## src/rtl/conv_bram_responder.sv

```systemverilog
// -----------------------------------------------------------------------------
// conv_bram_responder
//
// Memory-side responder for one native BRAM port of a conv engine (image,
// kernel or output port). Holds DEPTH x 32-bit words and answers the engine
// with a fixed one-cycle, read-first read latency. A host load/readback port
// (valid/ready request, one-cycle ack) preloads data and reads results back.
// Identical instances serve engine ports A, B and C.
//
// Ports
//   clk      : clock (engines drive their BRAM clock from this same clock)
//   rst_n    : synchronous active-low reset
//   p_rst    : engine output-register reset, synchronous active-high
//   p_en     : engine port enable
//   p_addr   : engine byte address (word aligned)
//   p_din    : engine write data
//   p_we     : engine byte write enables, bit i writes bits [8i+7:8i]
//   p_dout   : engine read data, registered
//   h_valid  : host request valid
//   h_ready  : host request accepted when h_valid & h_ready
//   h_we     : host request type, 1 = write, 0 = read
//   h_addr   : host word index
//   h_wdata  : host write data (full word)
//   h_ack    : one-cycle pulse when a host request completes
//   h_rdata  : host read data, valid with h_ack on reads
//   err      : sticky flag, engine access to an out-of-range/unaligned address
//   err_clr  : synchronous clear for err
//   wr_cnt   : saturating count of in-range engine write cycles
// -----------------------------------------------------------------------------
module conv_bram_responder #(
    parameter int DEPTH  = 16,
    parameter int ADDR_W = 4
) (
    input  logic              clk,
    input  logic              rst_n,
    input  logic              p_rst,
    input  logic              p_en,
    input  logic [31:0]       p_addr,
    input  logic [31:0]       p_din,
    input  logic [3:0]        p_we,
    output logic [31:0]       p_dout,
    input  logic              h_valid,
    output logic              h_ready,
    input  logic              h_we,
    input  logic [ADDR_W-1:0] h_addr,
    input  logic [31:0]       h_wdata,
    output logic              h_ack,
    output logic [31:0]       h_rdata,
    output logic              err,
    input  logic              err_clr,
    output logic [15:0]       wr_cnt
);

    typedef enum logic {
        ST_IDLE,
        ST_RESP
    } state_t;

    logic [31:0]       mem_q [DEPTH];
    logic [31:0]       p_dout_q;
    logic [31:0]       h_rdata_q;
    logic              h_ack_q;
    logic              err_q;
    logic              err_d;
    logic [15:0]       wr_cnt_q;
    logic [15:0]       wr_cnt_d;
    state_t            state_q;

    logic              in_range;
    logic [ADDR_W-1:0] p_idx;
    logic              eng_acc;
    logic              eng_wr;
    logic              eng_bad;
    logic              host_acc;

    // Address decode: only aligned byte addresses inside the array are valid;
    // anything else (including aliases above the top word) is an error.
    assign in_range = (p_addr[1:0] == 2'b00) && (p_addr[31:ADDR_W+2] == '0);
    assign p_idx    = p_addr[ADDR_W+1:2];
    assign eng_acc  = p_en && in_range;
    assign eng_wr   = eng_acc && (|p_we);
    assign eng_bad  = p_en && !in_range;

    // The engine owns the array whenever p_en is high, so host and engine
    // never touch memory in the same cycle. rst_n is folded in so the host
    // sees h_ready=0 while reset is held.
    assign h_ready  = (state_q == ST_IDLE) && !p_en && rst_n;
    assign host_acc = h_ready && h_valid;

    // Memory array: no reset (contents survive rst_n). Engine byte writes use
    // per-lane enables; the host always writes a full word.
    always_ff @(posedge clk) begin
        if (eng_wr) begin
            for (int b = 0; b < 4; b++) begin
                if (p_we[b]) begin
                    mem_q[p_idx][8*b +: 8] <= p_din[8*b +: 8];
                end
            end
        end else if (host_acc && h_we) begin
            mem_q[h_addr] <= h_wdata;
        end
    end

    // Engine read register: read-first, so the old word is returned even when
    // the same cycle writes it. p_rst wins over the read but not the write.
    always_ff @(posedge clk) begin
        if (!rst_n) begin
            p_dout_q <= '0;
        end else if (p_rst) begin
            p_dout_q <= '0;
        end else if (eng_acc) begin
            p_dout_q <= mem_q[p_idx];
        end else if (eng_bad) begin
            p_dout_q <= '0;
        end
    end

    // A new error in the same cycle as err_clr keeps the flag set.
    always_comb begin
        err_d = err_q;
        if (eng_bad) begin
            err_d = 1'b1;
        end else if (err_clr) begin
            err_d = 1'b0;
        end
    end

    always_comb begin
        wr_cnt_d = wr_cnt_q;
        if (eng_wr && (wr_cnt_q != 16'hFFFF)) begin
            wr_cnt_d = wr_cnt_q + 16'd1;
        end
    end

    always_ff @(posedge clk) begin
        if (!rst_n) begin
            err_q    <= 1'b0;
            wr_cnt_q <= '0;
        end else begin
            err_q    <= err_d;
            wr_cnt_q <= wr_cnt_d;
        end
    end

    // Host FSM. The read word is captured at acceptance, so engine activity
    // during the RESP cycle cannot disturb h_rdata. h_rdata is left untouched
    // by writes.
    always_ff @(posedge clk) begin
        if (!rst_n) begin
            state_q   <= ST_IDLE;
            h_ack_q   <= 1'b0;
            h_rdata_q <= '0;
        end else begin
            case (state_q)
                ST_IDLE: begin
                    h_ack_q <= 1'b0;
                    if (host_acc) begin
                        state_q <= ST_RESP;
                        h_ack_q <= 1'b1;
                        if (!h_we) begin
                            h_rdata_q <= mem_q[h_addr];
                        end
                    end
                end
                ST_RESP: begin
                    h_ack_q <= 1'b0;
                    state_q <= ST_IDLE;
                end
                default: begin
                    h_ack_q <= 1'b0;
                    state_q <= ST_IDLE;
                end
            endcase
        end
    end

    assign p_dout  = p_dout_q;
    assign h_ack   = h_ack_q;
    assign h_rdata = h_rdata_q;
    assign err     = err_q;
    assign wr_cnt  = wr_cnt_q;

endmodule

```

## config.mk

```make
export PLATFORM = sky130hd
export DESIGN_NAME = conv_bram_responder
export DESIGN_NICKNAME = d
export VERILOG_FILES = /design/src/rtl/conv_bram_responder.sv
export SDC_FILE = /design/constraint.sdc
export NUM_CORES = 1
export LEC_CHECK = 0
export ABC_AREA = 1
export CORE_MARGIN = 5
export CORE_UTILIZATION = 45
export CTS_CLUSTER_DIAMETER = 80
export DETAILED_ROUTE_END_ITERATION = 16
export HOLD_SLACK_MARGIN = 0.1
export PLACE_DENSITY_LB_ADDON = 0.2
export REMOVE_ABC_BUFFERS = 1
export SYNTH_ARGS = -nofsm -noshare
export SYNTH_HDL_FRONTEND = slang
export SYNTH_SLANG_ARGS = --single-unit
export TNS_END_PERCENT = 100
```

## constraint.sdc

```tcl
create_clock -name clk -period 2.4 [get_ports clk]
set_input_delay 0.48 -clock clk [delete_from_list [all_inputs] [get_ports clk]]
set_output_delay 0.48 -clock clk [all_outputs]
set_load 0.005 [all_outputs]
```

* Word-level counts from Yosys, hierarchy flattened
Memories as Yosys holds them, arrays and structs flattened. A register that Yosys moved wholly into a read port is not among the register bits. Cells that the tools add are included.
Storage, ports and cells: bits in writable memories 512, output and inout port bits 83, memories kept 1, register bits after elaboration 50
Operators by class: bitwise gates (word level) 3, equal/unequal tests 1, reduce and logical (&&, ||, !) cells 20, add/subtract/negate cells 1, mux-type cells 24
Memories:
- mem_q | depth 16, bits a word 32, read ports 2, clocked after Yosys merged registers in 1, write ports 1, RTL line 59 | logic [31:0] mem_q [DEPTH];
Operators with widths (count):
- $mux 32 | 3
- $reduce_or 32->1 | 1
- $logic_not 26->1 | 1
- $mux 1 | 18
- $add 16x1->16 const B | 1
- $ne 16x16->1 const B | 1
- $logic_and 1x1->1 | 9
- $mux 4 | 2
- $reduce_bool 2->1 | 2
- $reduce_or 4->1 | 1
- $logic_not 1->1 | 3
- $not 1->1 | 3
- $reduce_and 3->1 | 1
- $logic_not 2->1 | 1
- $pmux 1 s2 | 1
- $reduce_or 2->1 | 1

* Longest topological paths before layout
depth in word-level cells 10, gate-level depth with buffers 13, depth with buffers taken out 12

* Least setup slack after synthesis
No wires, ideal clock.
path kind input to register, start input rst_n, end memory mem_q[13][0] (enable), arrival 1.972 ns, cell stages on the path 12, setup slack 0.058 ns, required time 2.030 ns, path through buf_4 inv_4 nor3_4 nand2_2 inv_2 nand2_2 buf_6 o21ai_1 nand2_1 inv_2 nand2_1 nor2_1
Between the ends: word-level cells in the longest chain between the ends 8, elaborated cells between the ends (all ways) 9
RTL lines:
- start: declaration | RTL line 35 | input logic rst_n,
- $logic_and 1x1->1 * | RTL line 87 | assign h_ready = (state_q == ST_IDLE) && !p_en && rst_n;
- named net h_ready | RTL line 43 | output logic h_ready,
- $logic_and 1x1->1 * | RTL line 88 | assign host_acc = h_ready && h_valid;
- $logic_and 1x1->1 * | RTL line 99 | end else if (host_acc && h_we) begin
- $mux 1 * | RTL line 99
- $mux 1 * | RTL line 93 | if (eng_wr) begin
- $mux 1 (not written as such) * | RTL line 100 | mem_q[h_addr] <= h_wdata;
- $reduce_or 32->1 (no source line)
- $mux 4 (no source line)
- end: declaration | RTL line 59
Mark *: on every way through the listed nets, which the timed path passes. The rest lies on a longest branch.

* Worst setup path in the final report
start input p_en, end output h_ready
Between the ends: word-level cells in the longest chain between the ends 3
RTL lines:
- start: declaration | RTL line 37 | input logic p_en,
- $logic_not 1->1 | RTL line 87
- $logic_and 1x1->1 (2 in series) | RTL line 87
- end: declaration | RTL line 43
Every way passes these cells.

==> impl_metrics.json <==
{
  "cts_tree": "done",
  "cts_post_setup_buffers_inserted": 0,
  "core_area_um2": 64700,
  "cts_buffers": 61,
  "clk_path_buf_depth": 3,
  "antennaDiodeCount": 0,
  "die_h_um": 265.8,
  "worst_slew_pin_slew_ns": 0.7389,
  "cts_max_level": 2,
  "rsz0062_at_grt": "yes",
  "ys_types": 30,
  "synthCells": 3238,
  "outcome": "complete, no violations",
  "critPathArrivalTime_ns": 1.79,
  "antenna_found_initial": 2,
  "rows": 93,
  "fmax_mhz": 440.8,
  "cts.hold.buffers_added": 0,
  "root_buffer": "clkbuf_16",
  "place_congestion": 0.8897,
  "dieWidth_um": 265.8,
  "fin_crit_ns": 2.269,
  "grt_overflow": 0,
  "vdd_drop_max_mv": 0.6157,
  "first_pass_iters": 6,
  "ys_seq_area_frac": 0.5777,
  "slew_headroom": 0.5074,
  "cp_common_cell": "clkdlybuf4s50_1",
  "yosysMostFrequentCell": "nand3_1",
  "crit_chain": "clkdlybuf4s50_1 -> nor3_4 -> buf_4 -> clkdlybuf4s50_1",
  "routed_wl_mm": 92.44,
  "drive_gt1_frac": 0.09390,
  "cp-end-kind": "output port",
  "total_power_uw": 23420,
  "period_share": 0.9452,
  "path_clk_slew_ns": 0.06,
  "yosysWarningCount": 0,
  "timing.final.ws_setup_ns": 0.1315,
  "cts_resized": 0,
  "path_class": "primary input to output port",
  "finalHoldViolCount": 0,
  "grt_pass1_vias": 24120,
  "routedWlPerCell_um": 21.42,
  "synth_top_area_cell": "edfxtp_1",
  "postRouteAntennaNets": 0,
  "synth_edf_count": 512,
  "grt_max_degree": 124,
  "synth_area_leaders": "edfxtp_1 (52%), nand3_1 (9.6%), nand2_1 (6.8%), a21oi_1 (5.6%), dfxtp_1 (5.6%)",
  "max_stage_delay_ns": 0.49,
  "grtUsageTotal": 0.2519,
  "path_buf_inv": 3,
  "dp_slack_ns": -0.3964,
  "ys_ff_latch": 594,
  "vias_per_cell": 5.815,
  "synth_area_um2": 29460,
  "worstPathMaxFanout": 2,
  "dp_hpwl_mm": 58.43,
  "clkSinkCount": 594,
  "synth_common_cells": "nand3_1 (566), nand2_1 (531), edfxtp_1 (512), inv_1 (363), a21oi_1 (330)",
  "hp-class": "primary input to flop",
  "synth_top_area_frac": 0.5220,
  "worstPathRequired_ns": 1.92,
  "grt_pass1_wl_mm": 139.6,
  "p_per_area_nw_per_um2": 658.7,
  "finalClockSkew_ns": 0.008643,
  "vias": 25100,
  "path_delay_family": "buffers and inverters",
  "final_nets": 3523,
  "drcViolationCount": 0,
  "io_buffers": 193,
  "timing.max_cap.violations": 0,
  "die-area_um2": 70670,
  "cp-start-kind": "primary input",
  "p_leak_uw": 0.01352,
  "synthArstFlopShare": 0,
  "synth.avg_cell_area_um2": 9.097,
  "start_util": 0.4553,
  "area_delta_synth_final_pct": 20.68,
  "drt_iter0_drc": 2512,
  "num_io_pins": 194,
  "synth_ff_type": "edfxtp_1",
  "clk_latency_ns": 0.61,
  "critical-path-slowest-cell": "clkdlybuf4s50_1",
  "slew_violations": 0,
  "finalSetupViolCount": 0
}
==> worst min-delay path, stage by stage <==
cell	delay, ns
buf_2	0.11
buf_12	0.14
inv_4	0.07
nor3_4	0.04
nand2_2	0.06
inv_2	0.04
==> report_power, final <==
| group | switching (µW) | total (µW) | internal (µW) |
|---|---|---|---|
| clock network | 3980 | 9950 | 5970 |
| registers | 18.9 | 11300 | 11300 |
| logic | 1420 | 2170 | 754 |
| total | 5420 | 23400 | 18000 |
==> worst paths after layout <==
kind	start	to	slack [ns]	depth (start not counted)
max reg2reg	state_q$_SDFF_PP0_	mem_q[4][1]$_DFFE_PP_	0.21	12
min	rst_n	state_q$_SDFF_PP0_	0.39	6
max	p_en	h_ready	0.13	4
min reg2reg	p_dout[12]$_SDFFE_PP0P_	p_dout[12]$_SDFFE_PP0P_	0.46	2
==> layer usage <==
layer / track usage / vias to the layer above / share of wire
li1: - / 11610 / -
met1: 0.3405 / 11850 / 0.40
met3: 0.04294 / 240 / 0.094
met5: 0 / - / 0
met4: 0.1002 / 0 / 0.040
met2: 0.4085 / 1398 / 0.47
==> placed cells by master (no fill, tap or decap), drive strengths merged <==
cell	instances
a21oi	330
buf	171
bufinv	9
clkbuf	77
clkdlybuf4s50	184
clkinv	22
clkinvlp	6
dfxtp	82
edfxtp	512
ha	1
inv	371
mux2	32
mux2i	3
nand2	533
nand3	566
nand4	7
nor2	83
nor3	6
o211ai	111
o21a	32
o21ai	311
or2	1
xnor2	4
xor2	7
==> logic make-up (layout without fill, tap and decap cells) <==
| family | Yosys count | after routing | share of synthesized area |
|---|---|---|---|
| multiplexers | 35 | 35 | 0.01325 |
| flip-flops | 594 | 594 | 0.5777 |
| AO/OA/AOI/OAI | 784 | 784 | 0.1456 |
| XOR/XNOR | 11 | 11 | 0.003271 |
| adder cells (fa/ha/maj) | 1 | 1 | 0.0004247 |
| AND/OR/NAND/NOR | 1196 | 1196 | 0.1781 |
| buffers and inverters | 617 | 840 | 0.08164 |
==> flip-flops by register name, summed over array words and instances (netlist names) <==
name / flops
p_dout: 32
wr_cnt: 16
state_q: 1
h_rdata: 32
mem_q: 512
err: 1
==> area by class of cell <==
type                    count  area [µm²]
multi-input cells        2027       10050
clock inverters            36       421.7
flip-flops and latches    594       17020
fillers                  5633       29150
inverters                 372        1406
clock buffers              77        1700
well taps                 855        1070
repair buffers            355        3877
==> per-stage QoR <==
step	TNS [ns]	instance area [µm²]	util	std cells	hold slack, ns
after floorplan	-875.84	28450	-	2993	0.4596
after global placement	-280.56	33410	0.5164	4203	0.4533
after detailed placement	-285.17	33410	0.5164	4203	0.4565
after CTS	0	35530	0.5492	4316	0.3558
after global routing	-6.263	35550	0.5494	4316	0.3741
final	0	35550	0.5494	4316	0.3855
Note: power is estimated with default switching activity, not from simulation.
